`src/rtl/fractcam_rule_loader.sv`:
```
// Read-modify-write loader for the FracTCAM group write port.
// Each single-rule update reads back its 7 sibling rows, merges the new rule and issues one 8-row write.
module fractcam_rule_loader #(
  parameter int ADDR_WIDTH = 10,
  parameter int DATA_WIDTH = 8
) (
  input  logic                    clk,
  input  logic                    rst,

  input  logic [ADDR_WIDTH-1:0]   req_addr,
  input  logic [DATA_WIDTH-1:0]   req_data,
  input  logic [DATA_WIDTH-1:0]   req_keep,
  input  logic                    req_valid,
  output logic                    req_ready,

  output logic [ADDR_WIDTH-1:0]   resp_addr,
  output logic                    resp_valid,
  input  logic                    resp_ready,

  output logic [ADDR_WIDTH-1:0]   m_wr_addr,
  output logic [DATA_WIDTH*8-1:0] m_wr_data,
  output logic [DATA_WIDTH*8-1:0] m_wr_keep,
  output logic                    m_wr_valid,
  input  logic                    m_wr_ready,

  output logic [ADDR_WIDTH-1:0]   m_rd_cmd_addr,
  output logic                    m_rd_cmd_valid,
  input  logic                    m_rd_cmd_ready,

  input  logic [DATA_WIDTH-1:0]   m_rd_rsp_data,
  input  logic [DATA_WIDTH-1:0]   m_rd_rsp_keep,
  input  logic                    m_rd_rsp_valid,
  output logic                    m_rd_rsp_ready
);

  typedef enum logic [2:0] {
    IDLE,
    RD_CMD,
    RD_RSP,
    WRITE,
    RESP
  } state_t;

  state_t                state_q, state_d;
  logic [ADDR_WIDTH-1:0] addr_q, addr_d;
  logic [2:0]            lane_q, lane_d;
  logic [2:0]            remain_q, remain_d;
  logic [DATA_WIDTH-1:0] lane_data_q [8];
  logic [DATA_WIDTH-1:0] lane_data_d [8];
  logic [DATA_WIDTH-1:0] lane_keep_q [8];
  logic [DATA_WIDTH-1:0] lane_keep_d [8];
  logic [2:0]            next_lane;

  // The target lane already holds the request, so the walk steps over it.
  always_comb begin
    next_lane = lane_q + 3'd1;
    if (next_lane == addr_q[2:0]) begin
      next_lane = lane_q + 3'd2;
    end
  end

  always_comb begin
    state_d     = state_q;
    addr_d      = addr_q;
    lane_d      = lane_q;
    remain_d    = remain_q;
    lane_data_d = lane_data_q;
    lane_keep_d = lane_keep_q;

    case (state_q)
      IDLE: begin
        if (req_valid) begin
          addr_d                       = req_addr;
          lane_data_d[req_addr[2:0]]   = req_data;
          lane_keep_d[req_addr[2:0]]   = req_keep;
          lane_d                       = (req_addr[2:0] == 3'd0) ? 3'd1 : 3'd0;
          remain_d                     = 3'd7;
          state_d                      = RD_CMD;
        end
      end
      RD_CMD: begin
        if (m_rd_cmd_ready) begin
          state_d = RD_RSP;
        end
      end
      RD_RSP: begin
        if (m_rd_rsp_valid) begin
          lane_data_d[lane_q] = m_rd_rsp_data;
          lane_keep_d[lane_q] = m_rd_rsp_keep;
          lane_d              = next_lane;
          remain_d            = remain_q - 3'd1;
          // Exit is decided by the remaining count, never by lane wrap-around.
          state_d             = (remain_q == 3'd1) ? WRITE : RD_CMD;
        end
      end
      WRITE: begin
        if (m_wr_ready) begin
          state_d = RESP;
        end
      end
      RESP: begin
        if (resp_ready) begin
          state_d = IDLE;
        end
      end
      default: begin
        state_d = IDLE;
      end
    endcase
  end

  always_ff @(posedge clk) begin
    if (rst) begin
      state_q  <= IDLE;
      addr_q   <= '0;
      lane_q   <= '0;
      remain_q <= '0;
      for (int i = 0; i < 8; i++) begin
        lane_data_q[i] <= '0;
        lane_keep_q[i] <= '0;
      end
    end else begin
      state_q     <= state_d;
      addr_q      <= addr_d;
      lane_q      <= lane_d;
      remain_q    <= remain_d;
      lane_data_q <= lane_data_d;
      lane_keep_q <= lane_keep_d;
    end
  end

  // Every output is a register or a decode of the state register.
  assign req_ready      = (state_q == IDLE);
  assign m_rd_cmd_valid = (state_q == RD_CMD);
  assign m_rd_rsp_ready = (state_q == RD_RSP);
  assign m_wr_valid     = (state_q == WRITE);
  assign resp_valid     = (state_q == RESP);

  assign resp_addr      = addr_q;
  assign m_wr_addr      = {addr_q[ADDR_WIDTH-1:3], 3'b000};
  assign m_rd_cmd_addr  = {addr_q[ADDR_WIDTH-1:3], lane_q};

  for (genvar g = 0; g < 8; g++) begin : g_pack
    assign m_wr_data[g*DATA_WIDTH +: DATA_WIDTH] = lane_data_q[g];
    assign m_wr_keep[g*DATA_WIDTH +: DATA_WIDTH] = lane_keep_q[g];
  end

endmodule
```
`config.mk`:
```
export PLATFORM = sky130hd
export DESIGN_NAME = fractcam_rule_loader
export DESIGN_NICKNAME = d
export VERILOG_FILES = /design/src/rtl/fractcam_rule_loader.sv
export SDC_FILE = /design/constraint.sdc
export NUM_CORES = 1
export LEC_CHECK = 0
export CAP_MARGIN = 10
export CORE_MARGIN = 2
export CORE_UTILIZATION = 40
export CTS_CLUSTER_DIAMETER = 40
export CTS_CLUSTER_SIZE = 16
export DETAILED_ROUTE_END_ITERATION = 10
export PLACE_DENSITY = 0.78
export SYNTH_ARGS = -nofsm -noshare
export SYNTH_HDL_FRONTEND = slang
export SYNTH_SLANG_ARGS = --single-unit
export TNS_END_PERCENT = 1
```
`constraint.sdc`:
```
create_clock -name clk -period 2.7 [get_ports clk]
set_clock_uncertainty 0.1 [all_clocks]
set_input_delay 0.27 -clock clk [delete_from_list [all_inputs] [get_ports clk]]
set_output_delay 0.27 -clock clk [all_outputs]
set_load 0.05 [all_outputs]
```
==> results of run 1 <==
## cell type report
type	instances	area (µm²)
sequential	147	2940
fill	1625	7980
clock buffer	20	457
inverter	25	93.8
antenna	1	2.50
timing repair buffer	235	2350
multi-input combinational	578	3710
tap	229	287
clock inverter	9	133
## what timing repair did
item                       CTS  global route
setup buffers                0             0
gates resized for setup      0             1
setup endpoints to repair    0             2
## cell usage in the layout, fill, tap and decap left out, types with 2 or more instances in the layout
| cell type | n |
|---|---|
| conb_1 | 3 |
| a32o_1 | 3 |
| a22oi_1 | 67 |
| and3b_1 | 3 |
| clkinvlp_4 | 2 |
| a21oi_1 | 29 |
| inv_1 | 25 |
| nor3_1 | 84 |
| nand2b_1 | 3 |
| dfxtp_1 | 146 |
| and2_1 | 23 |
| clkbuf_8 | 2 |
| nand3_1 | 2 |
| clkinv_2 | 2 |
| bufinv_16 | 3 |
| nor3b_2 | 2 |
| clkinv_4 | 2 |
| nor3b_1 | 19 |
| a31oi_1 | 2 |
| xor2_1 | 2 |
| nand2_1 | 25 |
| o21ai_0 | 33 |
| clkbuf_16 | 17 |
| a221oi_1 | 50 |
| nor2_1 | 67 |
| a211oi_1 | 68 |
| buf_12 | 6 |
| buf_4 | 23 |
| nor2_2 | 4 |
| clkdlybuf4s50_1 | 206 |
| nor2b_1 | 54 |
| ha_1 | 7 |
## power breakdown
| group | internal [µW] | leakage, µW | switching (µW) |
|---|---|---|---|
| clock | 1480 | 0.000284 | 912 |
| sequential | 2260 | 0.00119 | 72.8 |
| combinational | 405 | 0.00185 | 790 |
| total | 4150 | 0.00333 | 1780 |
## registers in the layout, summed over array words and instances, names as in the netlist
signal / count
m_wr_keep: 64
lane_q: 3
m_wr_data: 64
state_q: 3
remain_q: 3
resp_addr: 10
## worst min path at each step
| stage | end | slack [ns] | cells after the start |
|---|---|---|---|
| final | resp_addr[0] | 0.19 | 2 |
| after global routing | resp_addr[4] | 0.20 | 2 |
| after CTS | resp_addr[1] | 0.18 | 2 |
| after detailed placement | m_wr_keep[2] | 0.37 | 2 |
| after global placement | m_wr_keep[4] | 0.36 | 2 |
| after floorplan | resp_addr[9] | 0.31 | 2 |
## per-stage QoR
step	instances	total power, µW	area, µm²
after global routing	1244	6100	9980
after floorplan	868	3160	7310
after CTS	1243	5940	9980
after global placement	1214	3540	9390
final	1244	5920	9980
after detailed placement	1214	3560	9390
## cells by family (layout without fill, tap and decap cells)
group           count (synthesis)  count (layout)  share of synthesized area
mux                             1               1                    0.00137
buf+inv                       143             289                     0.0922
compound gates                260             260                      0.257
simple gates                  303             303                      0.227
flops                         147             147                      0.403
fa+ha+maj                       7               7                     0.0120
xor+xnor                        4               4                    0.00668
other cells                     1               4                   0.000513
## layer usage
layer  routed length, µm  up-vias
met3                2100       60
met2               10300      355
met1               11100     3377
li1                    -     3426
met5                   0        -
met4                 865        0
## critical path, stage by stage, from the launching register on
cell	delay, ns
dfxtp_1	0.59
nor3b_1	0.31
clkdlybuf4s50_1	0.86
==> flow_metrics.env, run 1 <==
export IMPL_cts_hold_buf=0
export IMPL_grt_max_degree=73
export IMPL_crit_fanout=12
export IMPL_cap_viol_max_count=0
export IMPL_die_area_um2=19400
export IMPL_end_kind="output port"
export IMPL_cts_buffers=17
export IMPL_startpoint_type="flop"
export IMPL_drc_errors=0
export IMPL_crit_required_ns=2.33
export IMPL_grtUsageMet1=0.347
export IMPL_cts_sink_count=147
export IMPL_clk_latency_ns=0.42
export IMPL_core_area_um2=18000
export IMPL_layout_setup_ws_ns=0.140
export IMPL_netlist_top_cells_area="dfxtp_1 (40%), a211oi_1 (7.0%), a22oi_1 (6.9%)"
export IMPL_nNetsFinal=1060
export IMPL_die_h_um=139
export IMPL_reg2reg_to="lane_q[1]"
export IMPL_ios=212
export IMPL_p_per_area_nw_per_um2=593
export IMPL_synthFlopType="dfxtp_1"
export IMPL_yosysWarnings=0
export IMPL_hold_path_startpoint="rst"
export IMPL_timing_rr_start="lane_q[0]"
export IMPL_utilization=0.556
export IMPL_ys_seq_area_frac=0.403
export IMPL_firstDrtPassIters=6
export IMPL_gr_usage_all_layers=0.247
export IMPL_crit_type="reg -> out"
export IMPL_grt_pass1_vias=6751
export IMPL_hold_ws_ns=0.185
export IMPL_grt_pass1_wl_mm=38.1
export IMPL_drt_vias_per_instance=5.80
export IMPL_fp_row_count=49
export IMPL_cp_arrival_ns=2.19
export IMPL_areaGrowthSynthToFinish_pct=36.7
export IMPL_clk_pin_slew_worst_paths_ns=0.06
export IMPL_setup_violations=0
export IMPL_routed_via_count=7218
export IMPL_synth_cell_area_um2=7300
export IMPL_clock_root_buffer="clkbuf_16"
export IMPL_synth_seq_cells=147
export IMPL_yosysUniqueCellTypes=56
export IMPL_cts_buffer_depth=2
export IMPL_dpl_worst_slack_ns=0.236
export IMPL_port_buffers=208
export IMPL_cts_tree="done"
export IMPL_leakagePower_uw=0.00333
export IMPL_syn_area_per_cell_um2=8.43
export IMPL_synth_area_leader_cell="dfxtp_1"
export IMPL_grt_busiest_layer="met2"
export IMPL_synthCells=866
export IMPL_status="completed"
export IMPL_grt_util_met2=0.359
export IMPL_finalHoldViolCount=0
export IMPL_max_slew_margin_rel=0.476
export IMPL_tightest_slew_ns=0.785
export IMPL_fin_crit_ns=2.56
export IMPL_ys_top_cells_by_count="dfxtp_1 (147), nor3_1 (84), nor2_1 (69), a211oi_1 (68), a22oi_1 (67)"
export IMPL_wl_per_cell_um=19.6
export IMPL_r2r_cells=5
export IMPL_gp_congestion=0.917
export IMPL_ant_nets=0
export IMPL_grt_overflow=0
export IMPL_cts_max_level=4
export IMPL_initial_core_util=0.407
export IMPL_hold_path_class="in -> reg"
export IMPL_async_reset_ff_frac=0
export IMPL_wl_mm=24.4
export IMPL_crit_path_start="state_q[2]"
export IMPL_antenna_found_initial=1
export IMPL_fin_setup_tns_ns=0
export IMPL_r2r_slack_ns=0.40
export IMPL_rsz0062_at_grt="false"
export IMPL_drt_iter0_markers=967
export IMPL_finalCritPeriodShare=0.948
export IMPL_maxSlewViolCount=0
export IMPL_dieWidth_um=139
export IMPL_yosysMostFrequentCell="dfxtp_1"
export IMPL_vdd_ir_drop_worst_mv=0.454
export IMPL_fmax_ghz=0.391
export IMPL_grt_use_met3=0.0594
export IMPL_crit_path_end="resp_valid"
export IMPL_layout_drive_gt1_share=0.0730
export IMPL_yosys_area_top_type_share=0.403
export IMPL_dpl_hpwl_mm=17.3
export IMPL_synth_edf_count=0
(Power assumes the default switching activity.)
==> run 2, diff against run 1 <==
--- a/config.mk
+++ b/config.mk
@@ -7,11 +7,11 @@
 export LEC_CHECK = 0
 export CAP_MARGIN = 10
 export CORE_MARGIN = 2
-export CORE_UTILIZATION = 40
+export CORE_UTILIZATION = 50
 export CTS_CLUSTER_DIAMETER = 40
 export CTS_CLUSTER_SIZE = 16
 export DETAILED_ROUTE_END_ITERATION = 10
-export PLACE_DENSITY = 0.78
+export PLACE_DENSITY = 0.93
 export SYNTH_ARGS = -nofsm -noshare
 export SYNTH_HDL_FRONTEND = slang
 export SYNTH_SLANG_ARGS = --single-unit
==> flow_metrics.env, run 2 (synthesized netlist as in run 1, its figures left out) <==
export IMPL_status="completed"
export IMPL_hold_path_class="in -> reg"
export IMPL_r2r_slack_ns=0.28
export IMPL_min_to="resp_addr[5]"
export IMPL_cts_sink_count=147
export IMPL_crit_fanout=15
export IMPL_crit_required_ns=2.33
export IMPL_clk_pin_slew_worst_paths_ns=0.06
export IMPL_startpoint_type="flop"
export IMPL_grt_pass1_wl_mm=38.9
export IMPL_initial_core_util=0.506
export IMPL_post_place_cells=1168
export IMPL_leakagePower_uw=0.00335
export IMPL_nNetsFinal=1059
export IMPL_design_area_um2=9920
export IMPL_cts_tree="done"
export IMPL_fin_cells=1200
export IMPL_fin_crit_ns=2.56
export IMPL_drc_errors=0
export IMPL_grt_overflow=0
export IMPL_setup_violations=0
export IMPL_reg2reg_to="m_wr_data[34]"
export IMPL_areaGrowthSynthToFinish_pct=35.8
export IMPL_routed_via_count=7557
export IMPL_max_slew_margin_rel=0.429
export IMPL_antenna_found_initial=0
export IMPL_dpl_hpwl_mm=16.9
export IMPL_wl_mm=24.7
export IMPL_cts_buffer_depth=2
export IMPL_die_area_um2=15600
export IMPL_gr_usage_all_layers=0.312
export IMPL_end_kind="output port"
export IMPL_die_h_um=125
export IMPL_drt_vias_per_instance=6.30
export IMPL_grt_pass1_vias=7006
export IMPL_ant_nets=0
export IMPL_clock_root_buffer="clkbuf_16"
export IMPL_finalHoldViolCount=0
export IMPL_drt_iter0_markers=1070
export IMPL_wl_per_cell_um=20.6
export IMPL_dpl_cell_area_um2=9290
export IMPL_fin_setup_tns_ns=0
export IMPL_crit_type="reg -> out"
export IMPL_rsz0062_at_grt="false"
export IMPL_vdd_ir_drop_worst_mv=0.483
export IMPL_r2r_cells=4
export IMPL_p_per_area_nw_per_um2=611
export IMPL_ios=212
export IMPL_firstDrtPassIters=6
export IMPL_cts_max_level=4
export IMPL_grt_max_degree=79
export IMPL_clk_latency_ns=0.43
export IMPL_gp_congestion=0.933
export IMPL_path_buf_inv=1
export IMPL_cap_viol_max_count=0
export IMPL_fp_row_count=44
export IMPL_port_buffers=208
export IMPL_layout_common_cells="clkdlybuf4s50_1 (205), dfxtp_1 (146), nor3_1 (84)"
export IMPL_crit_family="buffers and inverters"
export IMPL_maxSlewViolCount=0
export IMPL_max_stage_delay_ns=0.80
export IMPL_fmax_ghz=0.391
export IMPL_cp_arrival_ns=2.19
export IMPL_dieWidth_um=125
export IMPL_hold_ws_ns=0.281
export IMPL_tightest_slew_ns=0.856
export IMPL_finalCritPeriodShare=0.948
export IMPL_timing_rr_start="state_q[1]"
export IMPL_crit_path_top_delay_cell="clkdlybuf4s50_1"
export IMPL_cts_buffers=17
export IMPL_hold_path_startpoint="req_addr[5]"
export IMPL_hold_path_depth=3
export IMPL_layout_drive_gt1_share=0.0728
export IMPL_final_common_cell="clkdlybuf4s50_1"
export IMPL_cp_cell_sequence="nor2b_1 > and2_1 > clkdlybuf4s50_1"
export IMPL_core_area_um2=14400
export IMPL_n_antenna_cell=0
==> run 2: layout make-up <==
type | count | area [µm²]
well taps | 184 | 230
inverters | 25 | 93.8
clock buffers | 21 | 450
fillers | 1058 | 4500
clock inverters | 11 | 175
multi-input cells | 578 | 3710
repair buffers | 234 | 2310
flip-flops and latches | 147 | 2940
==> run 2: worst reg2reg max path: cells and delay by family (launching register included) <==
kind,cells,cell delay [ns]
AND/OR/NAND/NOR,3,1.34
flip-flops,1,0.69
AO/OA/AOI/OAI,1,0.20
==> run 2: how the worst max path moves through the flow <==
stage | start | endpoint | cells after the start
after floorplan | state_q[2] | state_q[2] | 4
after global placement | req_addr[0] | m_wr_keep[1] | 5
after detailed placement | req_addr[2] | m_wr_keep[22] | 6
after CTS | state_q[2] | resp_valid | 2
after global routing | state_q[0] | m_wr_valid | 3
final | state_q[0] | m_wr_valid | 3
==> run 2: layer usage <==
metal / wire length (µm) / track usage / part of all wire / vias to the layer above
li1: - / - / - / 3427
met1: 9940 / 0.419 / 0.40 / 3504
met2: 11000 / 0.471 / 0.44 / 541
met3: 2870 / 0.0851 / 0.12 / 85
met4: 938 / 0.140 / 0.038 / 0
met5: 0 / 0 / 0 / -
==> run 2: timing repair <==
action                                  4_1_cts  5_1_grt
buffers inserted                              0        0
hold buffers                                  0        0
resized for setup                             1        1
endpoints found under the setup margin        1        1
endpoints found under the hold margin         0        0
==> run 2: where the power goes <==
group          internal (µW)  leakage (µW)  switching, µW  total, µW
combinational            400       0.00186            801       1200
clock                   1580      0.000298            952       2530
sequential              2260       0.00119           75.5       2330
total                   4240       0.00335           1830       6060
==> run 2: stage by stage <==
stage | util | setup slack (ns) | power, µW
after floorplan | - | 0.445 | 3160
after global placement | 0.644 | 0.377 | 3530
after detailed placement | 0.644 | 0.279 | 3550
after CTS | 0.688 | 0.123 | 6040
after global routing | 0.688 | 0.0566 | 6230
final | 0.688 | 0.141 | 6060
